**src/rtl/imem_ctrl_if.sv**
```systemverilog
// -----------------------------------------------------------------------------
// imem_ctrl_if
// Bundles the two requester ports (core fetch, program loader) and the RAM
// port of the instruction-memory controller.
//   fetch_*  : read-only core fetch port (byte address, error-qualified reply)
//   ldr_*    : loader/debug port (word address, read or write)
//   mem_*    : single-port synchronous RAM, 1-cycle read latency
// Modports:
//   slave  : the controller view (takes requests, drives the RAM)
//   master : the environment view (requesters plus RAM model)
// -----------------------------------------------------------------------------
interface imem_ctrl_if #(
    parameter int unsigned ADDR_W = 10
);
    logic              fetch_req;
    logic [31:0]       fetch_addr;
    logic              fetch_gnt;
    logic              fetch_rvalid;
    logic [31:0]       fetch_rdata;
    logic              fetch_err;

    logic              ldr_req;
    logic              ldr_we;
    logic [ADDR_W-1:0] ldr_addr;
    logic [31:0]       ldr_wdata;
    logic              ldr_gnt;
    logic              ldr_rvalid;
    logic [31:0]       ldr_rdata;

    logic              mem_en;
    logic              mem_we;
    logic [ADDR_W-1:0] mem_addr;
    logic [31:0]       mem_wdata;
    logic [31:0]       mem_rdata;

    modport slave (
        input  fetch_req, fetch_addr,
        output fetch_gnt, fetch_rvalid, fetch_rdata, fetch_err,
        input  ldr_req, ldr_we, ldr_addr, ldr_wdata,
        output ldr_gnt, ldr_rvalid, ldr_rdata,
        output mem_en, mem_we, mem_addr, mem_wdata,
        input  mem_rdata
    );

    modport master (
        output fetch_req, fetch_addr,
        input  fetch_gnt, fetch_rvalid, fetch_rdata, fetch_err,
        output ldr_req, ldr_we, ldr_addr, ldr_wdata,
        input  ldr_gnt, ldr_rvalid, ldr_rdata,
        input  mem_en, mem_we, mem_addr, mem_wdata,
        output mem_rdata
    );
endinterface

```
**src/rtl/imem_ctrl.sv**
```systemverilog
// -----------------------------------------------------------------------------
// imem_ctrl
// Access controller / arbiter for the single-port instruction RAM behind the
// IFU. Shares the RAM between the core fetch port and the loader port, clears
// the RAM after reset (INIT_CLEAR=1) and answers misaligned or out-of-window
// fetches with an error reply (NOP data) without touching the RAM.
// Ports:
//   clk        : clock, rising edge
//   reset      : synchronous, active-high
//   bus        : imem_ctrl_if.slave (fetch port, loader port, RAM port)
//   init_busy  : high while the post-reset RAM clear runs
// -----------------------------------------------------------------------------
module imem_ctrl #(
    parameter int unsigned ADDR_W        = 10,
    parameter logic [31:0] BASE_ADDR     = 32'h0000_0000,
    parameter int unsigned MAX_LDR_BURST = 4,
    parameter bit          INIT_CLEAR    = 1'b1
) (
    input  logic       clk,
    input  logic       reset,
    imem_ctrl_if.slave bus,
    output logic       init_busy
);
    localparam logic [31:0] NOP       = 32'h0000_0013;
    localparam logic [3:0]  BURST_MAX = 4'(MAX_LDR_BURST);

    typedef enum logic {ST_INIT, ST_RUN} state_t;
    localparam state_t RESET_STATE = INIT_CLEAR ? ST_INIT : ST_RUN;

    state_t            state_q, state_d;
    logic [ADDR_W-1:0] clr_cnt_q, clr_cnt_d;
    logic [3:0]        burst_q, burst_d;
    logic              f_rvalid_q, f_rvalid_d;
    logic              f_err_q, f_err_d;
    logic              l_rvalid_q, l_rvalid_d;
    logic [31:0]       f_rdata_q, f_rdata_d;
    logic [31:0]       l_rdata_q, l_rdata_d;

    logic              run;
    logic              addr_err;
    logic              fetch_ok;
    logic              ldr_gnt;
    logic              fetch_gnt;
    logic              mem_en;
    logic              mem_we;
    logic [ADDR_W-1:0] mem_addr;
    logic [31:0]       mem_wdata;
    logic [31:0]       f_rdata_now;
    logic [31:0]       l_rdata_now;

    always_comb begin
        run = (state_q == ST_RUN);

        // BASE_ADDR is aligned to the window size, so the window test reduces
        // to comparing the bits above the word index.
        addr_err = (bus.fetch_addr[1:0] != 2'b00) ||
                   (bus.fetch_addr[31:ADDR_W+2] != BASE_ADDR[31:ADDR_W+2]);

        // fetch_ok: a fetch that needs the RAM is pending.
        fetch_ok  = run && bus.fetch_req && !addr_err;
        ldr_gnt   = run && bus.ldr_req && !(fetch_ok && (burst_q == BURST_MAX));
        // Error fetches never compete for the RAM, so they are granted at once.
        fetch_gnt = run && bus.fetch_req && (addr_err || !ldr_gnt);

        mem_en    = 1'b0;
        mem_we    = 1'b0;
        mem_addr  = '0;
        mem_wdata = '0;
        if (state_q == ST_INIT) begin
            mem_en   = 1'b1;
            mem_we   = 1'b1;
            mem_addr = clr_cnt_q;
        end else if (ldr_gnt) begin
            mem_en    = 1'b1;
            mem_we    = bus.ldr_we;
            mem_addr  = bus.ldr_addr;
            mem_wdata = bus.ldr_wdata;
        end else if (fetch_gnt && !addr_err) begin
            mem_en   = 1'b1;
            mem_addr = bus.fetch_addr[ADDR_W+1:2];
        end

        // The registered rvalid/err flags from the grant cycle act as the
        // owner flags that steer mem_rdata; each rdata holds when idle.
        f_rdata_now = f_rvalid_q ? (f_err_q ? NOP : bus.mem_rdata) : f_rdata_q;
        l_rdata_now = l_rvalid_q ? bus.mem_rdata : l_rdata_q;

        state_d   = state_q;
        clr_cnt_d = clr_cnt_q;
        if (state_q == ST_INIT) begin
            clr_cnt_d = clr_cnt_q + 1'b1;
            if (&clr_cnt_q) begin
                state_d = ST_RUN;
            end
        end

        // Burst count only means something while a RAM fetch is waiting.
        burst_d = burst_q;
        if (!fetch_ok || fetch_gnt) begin
            burst_d = '0;
        end else if (ldr_gnt && (burst_q != BURST_MAX)) begin
            burst_d = burst_q + 4'd1;
        end

        f_rvalid_d = fetch_gnt;
        f_err_d    = fetch_gnt && addr_err;
        l_rvalid_d = ldr_gnt && !bus.ldr_we;
        f_rdata_d  = f_rdata_now;
        l_rdata_d  = l_rdata_now;
    end

    // Every output is forced low while reset is asserted, including any
    // response that was due in the reset cycle.
    always_comb begin
        bus.fetch_gnt    = !reset && fetch_gnt;
        bus.fetch_rvalid = !reset && f_rvalid_q;
        bus.fetch_err    = !reset && f_rvalid_q && f_err_q;
        bus.fetch_rdata  = reset ? '0 : f_rdata_now;
        bus.ldr_gnt      = !reset && ldr_gnt;
        bus.ldr_rvalid   = !reset && l_rvalid_q;
        bus.ldr_rdata    = reset ? '0 : l_rdata_now;
        bus.mem_en       = !reset && mem_en;
        bus.mem_we       = !reset && mem_we;
        bus.mem_addr     = reset ? '0 : mem_addr;
        bus.mem_wdata    = reset ? '0 : mem_wdata;
        init_busy        = !reset && (state_q == ST_INIT);
    end

    always_ff @(posedge clk) begin
        if (reset) begin
            state_q    <= RESET_STATE;
            clr_cnt_q  <= '0;
            burst_q    <= '0;
            f_rvalid_q <= 1'b0;
            f_err_q    <= 1'b0;
            l_rvalid_q <= 1'b0;
            f_rdata_q  <= '0;
            l_rdata_q  <= '0;
        end else begin
            state_q    <= state_d;
            clr_cnt_q  <= clr_cnt_d;
            burst_q    <= burst_d;
            f_rvalid_q <= f_rvalid_d;
            f_err_q    <= f_err_d;
            l_rvalid_q <= l_rvalid_d;
            f_rdata_q  <= f_rdata_d;
            l_rdata_q  <= l_rdata_d;
        end
    end
endmodule
```
**src/flat_wrapper.sv**
```systemverilog
// flat-port wrapper written by rule: the top's interface ports become plain ports
module imem_ctrl_flat 
#(
    parameter int unsigned ADDR_W        = 10,
    parameter logic [31:0] BASE_ADDR     = 32'h0000_0000,
    parameter int unsigned MAX_LDR_BURST = 4,
    parameter bit          INIT_CLEAR    = 1'b1
)
  (clk, reset, init_busy, bus_fetch_req, bus_fetch_addr, bus_fetch_gnt, bus_fetch_rvalid, bus_fetch_rdata, bus_fetch_err, bus_ldr_req, bus_ldr_we, bus_ldr_addr, bus_ldr_wdata, bus_ldr_gnt, bus_ldr_rvalid, bus_ldr_rdata, bus_mem_en, bus_mem_we, bus_mem_addr, bus_mem_wdata, bus_mem_rdata);
  imem_ctrl_if #(.ADDR_W(ADDR_W)) bus_i ();
  input  logic clk;
  input  logic reset;
  output logic init_busy;
  input wire logic [$bits(bus_i.fetch_req)-1:0] bus_fetch_req;
  input wire logic [$bits(bus_i.fetch_addr)-1:0] bus_fetch_addr;
  output wire logic [$bits(bus_i.fetch_gnt)-1:0] bus_fetch_gnt;
  output wire logic [$bits(bus_i.fetch_rvalid)-1:0] bus_fetch_rvalid;
  output wire logic [$bits(bus_i.fetch_rdata)-1:0] bus_fetch_rdata;
  output wire logic [$bits(bus_i.fetch_err)-1:0] bus_fetch_err;
  input wire logic [$bits(bus_i.ldr_req)-1:0] bus_ldr_req;
  input wire logic [$bits(bus_i.ldr_we)-1:0] bus_ldr_we;
  input wire logic [$bits(bus_i.ldr_addr)-1:0] bus_ldr_addr;
  input wire logic [$bits(bus_i.ldr_wdata)-1:0] bus_ldr_wdata;
  output wire logic [$bits(bus_i.ldr_gnt)-1:0] bus_ldr_gnt;
  output wire logic [$bits(bus_i.ldr_rvalid)-1:0] bus_ldr_rvalid;
  output wire logic [$bits(bus_i.ldr_rdata)-1:0] bus_ldr_rdata;
  output wire logic [$bits(bus_i.mem_en)-1:0] bus_mem_en;
  output wire logic [$bits(bus_i.mem_we)-1:0] bus_mem_we;
  output wire logic [$bits(bus_i.mem_addr)-1:0] bus_mem_addr;
  output wire logic [$bits(bus_i.mem_wdata)-1:0] bus_mem_wdata;
  input wire logic [$bits(bus_i.mem_rdata)-1:0] bus_mem_rdata;
  assign bus_i.fetch_req = bus_fetch_req;
  assign bus_i.fetch_addr = bus_fetch_addr;
  assign bus_fetch_gnt = bus_i.fetch_gnt;
  assign bus_fetch_rvalid = bus_i.fetch_rvalid;
  assign bus_fetch_rdata = bus_i.fetch_rdata;
  assign bus_fetch_err = bus_i.fetch_err;
  assign bus_i.ldr_req = bus_ldr_req;
  assign bus_i.ldr_we = bus_ldr_we;
  assign bus_i.ldr_addr = bus_ldr_addr;
  assign bus_i.ldr_wdata = bus_ldr_wdata;
  assign bus_ldr_gnt = bus_i.ldr_gnt;
  assign bus_ldr_rvalid = bus_i.ldr_rvalid;
  assign bus_ldr_rdata = bus_i.ldr_rdata;
  assign bus_mem_en = bus_i.mem_en;
  assign bus_mem_we = bus_i.mem_we;
  assign bus_mem_addr = bus_i.mem_addr;
  assign bus_mem_wdata = bus_i.mem_wdata;
  assign bus_i.mem_rdata = bus_mem_rdata;
  imem_ctrl #(.ADDR_W(ADDR_W), .BASE_ADDR(BASE_ADDR), .MAX_LDR_BURST(MAX_LDR_BURST), .INIT_CLEAR(INIT_CLEAR)) u_core (.clk(clk), .reset(reset), .bus(bus_i), .init_busy(init_busy));
endmodule
```
**config.mk**
```make
export PLATFORM = sky130hd
export DESIGN_NAME = imem_ctrl_flat
export DESIGN_NICKNAME = d
export VERILOG_FILES = /design/src/rtl/imem_ctrl_if.sv /design/src/rtl/imem_ctrl.sv /design/src/flat_wrapper.sv
export SDC_FILE = /design/constraint.sdc
export NUM_CORES = 1
export LEC_CHECK = 0
export ABC_AREA = 1
export CORE_ASPECT_RATIO = 1.25
export CORE_UTILIZATION = 37
export DETAILED_ROUTE_END_ITERATION = 6
export PLACE_DENSITY = 0.9
export SYNTH_ARGS = -nofsm -noshare
export SYNTH_HDL_FRONTEND = slang
export SYNTH_SLANG_ARGS = --single-unit
```
**constraint.sdc**
```tcl
create_clock -name clk -period 1.9 [get_ports clk]
set_input_delay 0.38 -clock clk [delete_from_list [all_inputs] [get_ports clk]]
set_output_delay 0.38 -clock clk [all_outputs]
set_load 0.02 [all_outputs]
```
==> Implementation_results.wiki, run 1 <==
{| class="wikitable"
! Metric !! Value
|-
| Post-route clock period utilization || 117.9%
|-
| Critical-path cell list || inv_2 > ha_4 > nand3_4 > nand2_4 > nand3_4 > buf_6 > nand2_8 > buf_6 > nor2_4 > nor2_2 > nor2_2 > buf_6
|-
| Clock Path Buffers || 2
|-
| I/O pin total || 225
|-
| Number of clock buffers inserted by TritonCTS || 9
|-
| Post-cts hold buffer count || 0
|-
| Cell area after technology mapping || 0.003684 mm²
|-
| Congestion Overflow GR || 0
|-
| Fraction of layout cells with a size suffix above 1 || 41.40%
|-
| Cell with the biggest individual delay on the critical path || sky130_fd_sc_hd__dfxtp_2
|-
| Critical Path Max Stage Delay || 340 ps
|-
| Worst path top cell family by delay || simple AND/OR/NAND/NOR gates
|-
| Number of global-route vias before repair || 4808
|-
| Aggregate negative setup slack || -9425 ps
|-
| Stages on the worst setup path || 12
|-
| Sequential element share of the synthesized area || 44.57%
|-
| Worst reg2reg setup slack || 230 ps
|-
| Most repeated cell in the gate-level netlist after synthesis || sky130_fd_sc_hd__nor2_1
|-
| DIE AREA || 0.01036 mm²
|-
| Post-Syn Instances || 552
|-
| Final period demand of the worst path || 2241 ps
|-
| Max Freq || 446.3 MHz
|-
| Area post-placement || 0.006260 mm²
|-
| Clk sinks || 82
|-
| Standard-cell rows || 40
|-
| Layout Cells excl Fill || 969
|-
| Path category of the worst min-delay check || flip-flop to flip-flop
|-
| Max Fanout on Critical Path || 6
|-
| Final design instance area without fill || 0.007751 mm²
|-
| Met3 usage in global routing || 8.400%
|-
| Maximum ir drop on the vdd rail || 0.0006712 V
|-
| Detailed Route Iter0 Violations || 282
|-
| Final slew viol count || 0
|-
| Power per standard cell area || 536.7 mW/mm²
|-
| Number of enable-type register cells in the synthesized netlist || 0
|-
| WP data arrival || 1860 ps
|-
| GP Congestion || 0.8731
|-
| Number of setup violations in the final report || 50
|-
| Setup repair after global routing missed its margin || true
|-
| Result of the run || complete, but fails checks
|-
| Violated checks || negative setup slack
|-
| Met1 global-route usage || 28.78%
|-
| Total of buffers placed on input and output ports || 224
|-
| Startpoint of the worst hold path || u_core.f_rdata_q[13]
|-
| Via/cell ratio || 5.082
|-
| Cells taking the most area after synthesis || sky130_fd_sc_hd__dfxtp_1 (45%), sky130_fd_sc_hd__nor2_1 (16%), sky130_fd_sc_hd__nand2_1 (9.1%), sky130_fd_sc_hd__inv_1 (6.7%), sky130_fd_sc_hd__o21ai_0 (6.0%)
|-
| Antenna violations before repair || 0
|-
| Worst Skew || 4.941 ps
|-
| Crit-path most repeated cell || sky130_fd_sc_hd__buf_6
|-
| Global-route wire length before repair || 23340 µm
|-
| TritonCTS clock tree || done
|-
| Number of storage elements in the synthesis netlist || 82
|-
| Met2 routing resource usage after global routing || 53.54%
|-
| Worst Hold End || u_core.f_rdata_q[13]
|-
| Fillers || 582
|-
| Worst slew margin relative to its limit || 67.59%
|-
| Number of inserted diodes || 0
|-
| # Max-Cap Violations || 0
|-
| Worst-Skew Late Latency || 350 ps
|-
| Number of detailed-routing iterations run before antenna repair || 5
|-
| Number of H-tree levels || 3
|-
| Synth async-reset ratio || 0%
|-
| Remaining antenna violation count after routing || 0
|-
| Instance count along the most critical hold path || 2
|-
| Reg2reg start || u_core.clr_cnt_q[1]
|-
| Cell count after placement || 903
|-
| Routed WL per cell || 17.67 µm
|-
| Area share of the leading cell type in the synthesized netlist || 44.57%
|-
| Library cell occupying the most area in the post-synthesis netlist || sky130_fd_sc_hd__dfxtp_1
|-
| Clock-pin slew of the registers on the worst-case setup and hold paths || 60 ps
|-
| Worst setup margin || -340.7 ps
|-
| Worst setup SP type || flip-flop
|-
| Worst Max-Slew Pin Slew || 481.7 ps
|-
| Post-layout power || 0.004160 W
|-
| Path depth of the worst reg2reg path || 7
|-
| Starting Density || 38.13%
|-
| Reg2reg end || u_core.clr_cnt_q[8]
|-
| Die X || 91.25 µm
|-
| GRT Total Usage || 28.89%
|-
| Final net count || 952
|-
| Count of different cell masters after synthesis || 26
|-
| Critical path required time || 1520 ps
|-
| Number of failing hold endpoints at the final stage || 0
|-
| Half-perimeter wire length after detailed placement || 9525 µm
|-
| GR peak layer || met2
|-
| Leakage power || 3.496 nW
|-
| Overall routed net length || 17130 µm
|-
| Residual DRC || 0
|-
| Area of the core || 0.009659 mm²
|-
| Endpoint class of the critical path || primary output
|-
| Yosys warning count || 0
|-
| Buffering stage count on the worst path with inverters included || 4
|-
| Post-synth net total || 666
|-
| Most instantiated cells after synthesis || sky130_fd_sc_hd__nor2_1 (154), sky130_fd_sc_hd__nand2_1 (89), sky130_fd_sc_hd__dfxtp_1 (82)
|-
| Area growth from synthesis to final layout || 110.4%
|-
| Most used flip-flop cell after synthesis || sky130_fd_sc_hd__dfxtp_1
|-
| Vias after detailed routing || 4924
|-
| Overall die height || 113.6 µm
|-
| Largest net degree at the start of global routing || 31
|-
| Post-Syn Area per Cell || 6.673 µm²
|-
| Type of the setup path with the least slack || flip-flop to primary output
|-
| Root Buffer Master || sky130_fd_sc_hd__clkbuf_16
|}
-- registers in the layout (all words and copies together) (netlist names) --
register           cells
u_core.f_rdata_q      32
u_core.l_rdata_q      32
u_core.clr_cnt_q      10
u_core.burst_q         4
u_core.f_err_q         1
u_core.f_rvalid_q      1
u_core.l_rvalid_q      1
u_core.run             1
-- how the worst max path moves through the flow --
stage                     slack [ps]           endpoint               from
after floorplan                   40         bus_mem_en  bus_fetch_addr[1]
after global placement          -940      bus_fetch_gnt  bus_fetch_addr[0]
after detailed placement        -970      bus_fetch_gnt  bus_fetch_addr[0]
after CTS                       -320  bus_mem_wdata[25]  u_core.burst_q[1]
after global routing            -430    bus_mem_addr[4]  u_core.burst_q[1]
final                           -340    bus_mem_addr[4]  u_core.burst_q[1]
-- timing repair --
item | in CTS | in global routing
cloned | 5 | 3
setup endpoints to repair | 114 | 102
buffers inserted | 30 | 17
resized for setup | 622 | 224
pin swaps | 40 | 47
-- tightest hold or removal path: cells and delay by family, from the launching register on --
kind	cells	cell delay [ps]
flip-flops	1	300
AND/OR/NAND/NOR	1	70
AO/OA/AOI/OAI	1	60
-- cells by family after synthesis --
kind of cell	synth area share [%]
buffers and inverters	10.56
AOI/OAI and AO/OA	12.94
xor gates and xnor gates	0.4756
adders and majority gates	1.019
and+or+nand+nor	30.44
DFF	44.57
-- cell usage in the layout, fill, tap and decap left out, types with 9 or more instances in the layout --
master,netlist,final
sky130_fd_sc_hd__o21ai_0,44,42
sky130_fd_sc_hd__nand4_1,13,13
sky130_fd_sc_hd__nor2_4,1,32
sky130_fd_sc_hd__nor2_2,0,15
sky130_fd_sc_hd__clkbuf_16,0,12
sky130_fd_sc_hd__clkdlybuf4s50_1,0,85
sky130_fd_sc_hd__a21oi_4,0,14
sky130_fd_sc_hd__buf_2,2,34
sky130_fd_sc_hd__nand2_1,89,66
sky130_fd_sc_hd__nor2_1,154,108
sky130_fd_sc_hd__buf_4,4,65
sky130_fd_sc_hd__nand2_4,0,19
sky130_fd_sc_hd__dfxtp_1,82,77
sky130_fd_sc_hd__buf_6,1,73
sky130_fd_sc_hd__buf_12,0,11
sky130_fd_sc_hd__a21oi_1,42,12
sky130_fd_sc_hd__a21oi_2,0,16
sky130_fd_sc_hd__clkdlybuf4s15_2,0,9
sky130_fd_sc_hd__inv_1,66,58
-- report_power, final --
part | switching [W] | leakage, nW | internal (W)
registers | 0.00000618 | 0.663 | 0.00172
logic | 0.000179 | 2.67 | 0.000241
clock network | 0.000721 | 0.159 | 0.00129
-- metrics by stage --
stage / hold slack, ps / util, % / setup slack [ps]
4_1_cts: 469.3 / 73.03 / -316.0
2_1_floorplan: 447.4 / - / 37.20
3_5_place_dp: 461.9 / 64.81 / -974.7
6_report: 479.5 / 80.25 / -340.7
5_1_grt: 493.9 / 80.25 / -430.8
3_3_place_gp: 456.5 / 64.81 / -940.3
-- layer usage --
| metal | vias up | part of all wire (%) | routed length [µm] |
|---|---|---|---|
| met1 | 2294 | 34 | 5834 |
| met2 | 272 | 54 | 9172 |
| met5 | - | 0 | 0 |
| li1 | 2297 | - | - |
| met3 | 61 | 7.7 | 1319 |
| met4 | 0 | 4.7 | 801 |
-- layout make-up --
| class | instances | area [µm²] | area share [%] |
|---|---|---|---|
| clock buffer | 10 | 229.0 | 2.954 |
| tap | 126 | 157.7 | 2.034 |
| inverter | 66 | 250.2 | 3.228 |
| clock inverter | 6 | 113.9 | 1.469 |
| sequential | 82 | 1648 | 21.26 |
| multi-input combinational | 374 | 2362 | 30.48 |
| timing repair buffer | 305 | 2990 | 38.58 |
Power figures use the tool's default switching activity.
==> run 2: changes to the inputs <==
- CORE_UTILIZATION: 37 -> 29
- PLACE_DENSITY: 0.9 -> 0.78
- clock period: 1.9 -> 2.06 ns (I/O delays scaled with it)
==> Implementation_results.wiki, run 2 (synthesis gave the netlist of run 1 again) <==
{| class="wikitable"
! Metric !! Value
|-
| Congestion Overflow GR || 0 (unchanged)
|-
| Via/cell ratio || 4.664 (was 5.082)
|-
| Global-route wire length before repair || 22030 µm (was 23340 µm)
|-
| Clk sinks || 82 (unchanged)
|-
| Post-cts hold buffer count || 0 (unchanged)
|-
| Area of the core || 0.01227 mm² (was 0.009659 mm²)
|-
| Worst-Skew Late Latency || 340 ps (was 350 ps)
|-
| Worst slew margin relative to its limit || 65.21% (was 67.59%)
|-
| Clock-pin slew of the registers on the worst-case setup and hold paths || 60 ps (about the same)
|-
| GP Congestion || 0.8022 (was 0.8731)
|-
| Result of the run || complete, but fails checks (unchanged)
|-
| Critical path required time || 1650 ps (was 1520 ps)
|-
| Max Freq || 441.2 MHz
|-
| # Max-Cap Violations || 0 (unchanged)
|-
| Power per standard cell area || 500.8 mW/mm² (was 536.7 mW/mm²)
|-
| Post-route core utilization || 55.90% (was 80.25%)
|-
| Final slew viol count || 0 (unchanged)
|-
| I/O pin total || 225 (unchanged)
|-
| Half-perimeter wire length after detailed placement || 10610 µm (was 9525 µm)
|-
| TritonCTS clock tree || done (unchanged)
|-
| Detailed Route Iter0 Violations || 175 (was 282)
|-
| Fraction of layout cells with a size suffix above 1 || 27.81% (was 41.40%)
|-
| Post-layout power || 0.003436 W (was 0.004160 W)
|-
| Post-route clock period utilization || 110.0%
|-
| Remaining antenna violation count after routing || 0 (unchanged)
|-
| Leakage power || 3.160 nW (was 3.496 nW)
|-
| Most used cells in the layout excluding fill and tap cells || sky130_fd_sc_hd__nor2_1 (120), sky130_fd_sc_hd__nand2_1 (88), sky130_fd_sc_hd__clkdlybuf4s50_1 (86) (was sky130_fd_sc_hd__nor2_1 (108), sky130_fd_sc_hd__clkdlybuf4s50_1 (85), sky130_fd_sc_hd__dfxtp_1 (77))
|-
| Area growth from synthesis to final layout || 86.28% (was 110.4%)
|-
| Type of the setup path with the least slack || flip-flop to primary output (unchanged)
|-
| GRT Total Usage || 22.57% (was 28.89%)
|-
| Worst hold margin || 466.0 ps (was 479.5 ps)
|-
| Total of buffers placed on input and output ports || 224 (unchanged)
|-
| Overall die height || 128.0 µm (was 113.6 µm)
|-
| Routed WL per cell || 15.73 µm (was 17.67 µm)
|-
| Largest net degree at the start of global routing || 41 (was 31)
|-
| Worst setup margin || -206.7 ps (was -340.7 ps)
|-
| Number of detailed-routing iterations run before antenna repair || 4 (was 5)
|-
| Critical-path cell list || inv_2 > ha_4 > nand3_2 > nand2_2 > nand3_4 > buf_8 > nand2_8 > nor2_4 > nor2_2 > nor2_1 > buf_4 (was inv_2 > ha_4 > nand3_4 > nand2_4 > nand3_4 > buf_6 > nand2_8 > buf_6 > nor2_4 > nor2_2 > nor2_2 > buf_6)
|-
| Violated checks || negative setup slack (unchanged)
|-
| Residual DRC || 0 (unchanged)
|-
| Vias after detailed routing || 4543 (was 4924)
|-
| Worst Skew || 6.914 ps (was 4.941 ps)
|-
| Number of setup violations in the final report || 41 (was 50)
|-
| Overall routed net length || 15320 µm (was 17130 µm)
|-
| Number of H-tree levels || 3 (unchanged)
|-
| Antenna violations before repair || 1 (was 0)
|-
| Root Buffer Master || sky130_fd_sc_hd__clkbuf_16 (unchanged)
|-
| Number of failing hold endpoints at the final stage || 0 (unchanged)
|-
| Critical Path Max Stage Delay || 340 ps (about the same)
|-
| Standard-cell rows || 45 (was 40)
|-
| WP data arrival || 1850 ps (was 1860 ps)
|-
| Endpoint class of the critical path || primary output (unchanged)
|-
| Number of global-route vias before repair || 4406 (was 4808)
|-
| Largest registers || u_core.f_rdata_q (32), u_core.l_rdata_q (32), u_core.clr_cnt_q (10) (unchanged)
|-
| Path category of the worst min-delay check || flip-flop to flip-flop (unchanged)
|-
| Die X || 102.8 µm (was 91.25 µm)
|-
| Setup repair after global routing missed its margin || true (unchanged)
|-
| Worst Max-Slew Pin Slew || 521.9 ps (was 481.7 ps)
|-
| Worst setup SP type || flip-flop (unchanged)
|-
| Final net count || 918 (was 952)
|-
| Clock Path Buffers || 2 (unchanged)
|-
| Number of clock buffers inserted by TritonCTS || 9 (unchanged)
|-
| Fillers || 1150 (was 582)
|-
| DIE AREA || 0.01316 mm² (was 0.01036 mm²)
|-
| Maximum ir drop on the vdd rail || 0.0005924 V (was 0.0006712 V)
|-
| Max Fanout on Critical Path || 6 (unchanged)
|-
| Most frequent standard cell in the layout excluding fill and tap cells || sky130_fd_sc_hd__nor2_1 (unchanged)
|-
| Starting Density || 30.01% (was 38.13%)
|-
| Cell with the biggest individual delay on the critical path || sky130_fd_sc_hd__dfxtp_2 (unchanged)
|-
| Final period demand of the worst path || 2267 ps
|}
[run 2: per-layer routing]
layer	routed length (µm)	vias to the layer above	GRT usage (%)
met4	383	0	8.036
met1	5920	2060	23.93
li1	-	2228	-
met2	7137	223	38.90
met5	0	-	0
met3	1880	32	10.31
[run 2: power by group]
part | switching [W] | internal [W] | total [W] | leakage, nW
Combinational | 0.000128 | 0.000198 | 0.000326 | 2.36
Sequential | 0.00000548 | 0.00159 | 0.00160 | 0.662
Clock | 0.000690 | 0.000825 | 0.00151 | 0.136
Total | 0.000823 | 0.00261 | 0.00344 | 3.16
[run 2: worst max-delay path, delay by kind of cell, from the launching register on]
family	cells	cell delay [ps]
and+or+nand+nor	7	670
buffers and inverters	3	360
DFF	1	340
adders and majority gates	1	140
[run 2: repair_timing]
| action | CTS | global route |
|---|---|---|
| buffers inserted | 15 | 2 |
| endpoints found under the setup margin | 113 | 86 |
| cloned | 4 | 0 |
| resized for setup | 446 | 63 |
| pin swaps | 31 | 33 |
[run 2: stage by stage]
step	TNS, ps	cell area [µm²]	std cells	worst slack [ps]
2_1_floorplan	0	3684	552	95.76
4_1_cts	-5979	6804	975	-244.6
3_3_place_gp	-40790	6285	942	-843.3
5_1_grt	-8588	6862	974	-313.0
6_report	-4606	6862	974	-206.7
3_5_place_dp	-41440	6285	942	-861.3
[run 2: final timing paths]
check,startpoint,end,slack (ps),cells past startpoint
worst min-delay path,u_core.f_rdata_q[15],u_core.f_rdata_q[15],470,2
worst min register to register,u_core.f_rdata_q[15],u_core.f_rdata_q[15],470,2
worst max-delay path,u_core.burst_q[0],bus_mem_addr[0],-210,11
worst max register to register,u_core.clr_cnt_q[0],u_core.clr_cnt_q[8],520,7
[run 2: area by class of cell]
type / instances / area (µm²) / share of cell area [%]
Inverter: 66 / 251.5 / 3.665
Clock inverter: 7 / 52.55 / 0.7659
Antenna cell: 1 / 2.502 / 0.03647
Sequential cell: 82 / 1645 / 23.98
Timing Repair Buffer: 271 / 2516 / 36.67
Tap cell: 164 / 205.2 / 2.991
Clock buffer: 9 / 225.2 / 3.282
Multi-Input combinational cell: 374 / 1963 / 28.61
==> run 3: changes to the inputs <==
- REMOVE_ABC_BUFFERS: not set -> 1
==> Implementation_results.wiki, run 3 (synthesis gave the netlist of run 1 again) <==
{| class="wikitable"
! Metric !! Value
|-
| Largest net degree at the start of global routing || 41 (unchanged)
|-
| Worst reg2reg setup slack || 440 ps (was 520 ps)
|-
| Area occupied by registers || 0.001644 mm² (was 0.001645 mm²)
|-
| Worst setup SP type || flip-flop (unchanged)
|-
| Number of inserted diodes || 0 (was 1)
|-
| Global-route wire length before repair || 21070 µm (was 22030 µm)
|-
| Met2 routing resource usage after global routing || 37.18% (was 38.90%)
|-
| GP Congestion || 0.8956 (was 0.8022)
|-
| Post-cts hold buffer count || 0 (unchanged)
|-
| Half-perimeter wire length after detailed placement || 10600 µm (was 10610 µm)
|-
| Number of clock buffers inserted by TritonCTS || 9 (unchanged)
|-
| Most frequent standard cell in the layout excluding fill and tap cells || sky130_fd_sc_hd__nor2_1 (unchanged)
|-
| Worst-Skew Late Latency || 330 ps (was 340 ps)
|-
| WP data arrival || 1870 ps (was 1850 ps)
|-
| Path depth of the worst reg2reg path || 7 (unchanged)
|-
| Critical Path Max Stage Delay || 330 ps (was 340 ps)
|-
| Launch point of the worst path || u_core.burst_q[0] (unchanged)
|-
| Number of H-tree levels || 3 (unchanged)
|-
| Area of the core || 0.01227 mm² (unchanged)
|-
| Die X || 102.8 µm (unchanged)
|-
| Via/cell ratio || 4.601 (was 4.664)
|-
| Detailed Route Iter0 Violations || 177 (was 175)
|-
| Final net count || 923 (was 918)
|-
| Remaining antenna violation count after routing || 0 (unchanged)
|-
| TritonCTS clock tree || done (unchanged)
|-
| Maximum ir drop on the vdd rail || 0.0003214 V (was 0.0005924 V)
|-
| Worst hold margin || 466.0 ps (about the same)
|-
| Result of the run || complete, but fails checks (unchanged)
|-
| Largest registers || u_core.f_rdata_q (32), u_core.l_rdata_q (32), u_core.clr_cnt_q (10) (unchanged)
|-
| Residual DRC || 0 (unchanged)
|-
| Root Buffer Master || sky130_fd_sc_hd__clkbuf_16 (unchanged)
|-
| Final period demand of the worst path || 2280 ps (was 2267 ps)
|-
| Met3 usage in global routing || 8.670% (was 10.31%)
|-
| GR peak layer || met2 (unchanged)
|-
| Type of the setup path with the least slack || flip-flop to primary output (unchanged)
|-
| Worst Skew || 3.390 ps (was 6.914 ps)
|-
| Multi-input gate area in the final layout || 0.002051 mm² (was 0.001963 mm²)
|-
| Aggregate negative setup slack || -5352 ps (was -4606 ps)
|-
| Fillers || 1117 (was 1150)
|-
| Number of failing hold endpoints at the final stage || 0 (unchanged)
|-
| Reg2reg start || u_core.clr_cnt_q[0] (unchanged)
|-
| Max Fanout on Critical Path || 5 (was 6)
|-
| Worst setup path end || bus_mem_addr[4] (was bus_mem_addr[0])
|-
| Power per standard cell area || 482.2 mW/mm² (was 500.8 mW/mm²)
|-
| Starting Density || 30.01% (unchanged)
|-
| Standard-cell rows || 45 (unchanged)
|-
| Number of setup violations in the final report || 45 (was 41)
|-
| Met1 global-route usage || 23.15% (was 23.93%)
|-
| Worst slew margin relative to its limit || 71.15% (was 65.21%)
|-
| Overall die height || 128.0 µm (unchanged)
|-
| Most used cells in the layout excluding fill and tap cells || sky130_fd_sc_hd__nor2_1 (108), sky130_fd_sc_hd__nand2_1 (87), sky130_fd_sc_hd__clkdlybuf4s50_1 (86) (was sky130_fd_sc_hd__nor2_1 (120), sky130_fd_sc_hd__nand2_1 (88), sky130_fd_sc_hd__clkdlybuf4s50_1 (86))
|-
| Antenna violations before repair || 0 (was 1)
|-
| Post-route clock period utilization || 110.7% (was 110.0%)
|-
| Clk sinks || 82 (unchanged)
|-
| Endpoint class of the critical path || primary output (unchanged)
|-
| Area growth from synthesis to final layout || 95.96% (was 86.28%)
|-
| Post-layout power || 0.003481 W (was 0.003436 W)
|-
| GRT Total Usage || 21.22% (was 22.57%)
|-
| Max Freq || 438.5 MHz (was 441.2 MHz)
|-
| Clock Path Buffers || 2 (unchanged)
|-
| Critical-path cell list || inv_2 > ha_4 > nand3_2 > nand2_2 > nand3_4 > buf_12 > nand2_8 > buf_12 > nor2_4 > nor2_2 > nor2_1 > buf_4 (was inv_2 > ha_4 > nand3_2 > nand2_2 > nand3_4 > buf_8 > nand2_8 > nor2_4 > nor2_2 > nor2_1 > buf_4)
|-
| Overall routed net length || 14840 µm (was 15320 µm)
|-
| Total of buffers placed on input and output ports || 224 (unchanged)
|-
| Reg2reg end || u_core.clr_cnt_q[8] (unchanged)
|-
| I/O pin total || 225 (unchanged)
|-
| Worst Max-Slew Pin Slew || 428.8 ps (was 521.9 ps)
|-
| Post-route core utilization || 58.81% (was 55.90%)
|-
| Fraction of layout cells with a size suffix above 1 || 28.99% (was 27.81%)
|-
| Path category of the worst min-delay check || flip-flop to flip-flop (unchanged)
|-
| DIE AREA || 0.01316 mm² (unchanged)
|-
| Crit-path most repeated cell || sky130_fd_sc_hd__buf_12
|-
| Leakage power || 3.281 nW (was 3.160 nW)
|-
| Congestion Overflow GR || 0 (unchanged)
|-
| Number of global-route vias before repair || 4134 (was 4406)
|-
| Setup repair after global routing missed its margin || true (unchanged)
|-
| Number of detailed-routing iterations run before antenna repair || 4 (unchanged)
|-
| Final slew viol count || 0 (unchanged)
|-
| Violated checks || negative setup slack (unchanged)
|-
| Vias after detailed routing || 4500 (was 4543)
|-
| Critical path required time || 1650 ps (about the same)
|-
| Cell with the biggest individual delay on the critical path || sky130_fd_sc_hd__dfxtp_2 (unchanged)
|-
| Pre-CTS setup slack || -806.8 ps (was -861.3 ps)
|-
| Clock-pin slew of the registers on the worst-case setup and hold paths || 60 ps (about the same)
|-
| Routed WL per cell || 15.17 µm (was 15.73 µm)
|-
| Worst setup margin || -220.4 ps (was -206.7 ps)
|-
| # Max-Cap Violations || 0 (unchanged)
|}
run 3: cell type report:
type / count / share of cell area (%)
Clock buffer: 13 / 3.744
Clock inverter: 3 / 0.2947
Inverter: 66 / 3.432
Multi-Input combinational cell: 373 / 28.41
Sequential cell: 82 / 22.78
Tap cell: 164 / 2.843
Timing Repair Buffer: 277 / 38.50
run 3: critical path: cells and delay by family (launching register included):
kind	cells	cell delay [ps]
fa+ha+maj	1	150
simple gates	7	590
buf+inv	4	470
flops	1	330
run 3: where the power goes:
| part | internal [W] | total [W] | switching, W |
|---|---|---|---|
| clock | 0.000918 | 0.00154 | 0.000626 |
| sequential | 0.00159 | 0.00160 | 0.00000580 |
| combinational | 0.000206 | 0.000340 | 0.000134 |
run 3: worst min path at each step:
stage	start	depth (start not counted)	endpoint	slack, ps
after global placement	u_core.f_rdata_q[19]	2	u_core.f_rdata_q[19]	460
after detailed placement	u_core.f_rdata_q[11]	2	u_core.f_rdata_q[11]	460
after CTS	u_core.f_rdata_q[10]	2	u_core.f_rdata_q[10]	470
after global routing	u_core.f_rdata_q[28]	2	u_core.f_rdata_q[28]	480
final	u_core.f_rdata_q[30]	2	u_core.f_rdata_q[30]	470
after floorplan	u_core.burst_q[0]	1	u_core.burst_q[0]	450
run 3: what timing repair did:
item,4_1_cts,5_1_grt
buffers inserted,14,4
gates resized for setup,502,101
pin swaps,30,34
setup endpoints to repair,111,61
cloned,3,1
run 3: metal layers:
layer,vias to the layer above,wire (µm)
met1,2032,5772
met4,0,252
li1,2237,-
met2,207,7147
met3,24,1662
met5,-,0
run 3: per-stage QoR:
step | area (µm²) | std cells
3_3_place_gp | 6352 | 943
5_1_grt | 7218 | 978
3_5_place_dp | 6352 | 943
2_1_floorplan | 3542 | 521
6_report | 7218 | 978
4_1_cts | 6965 | 976
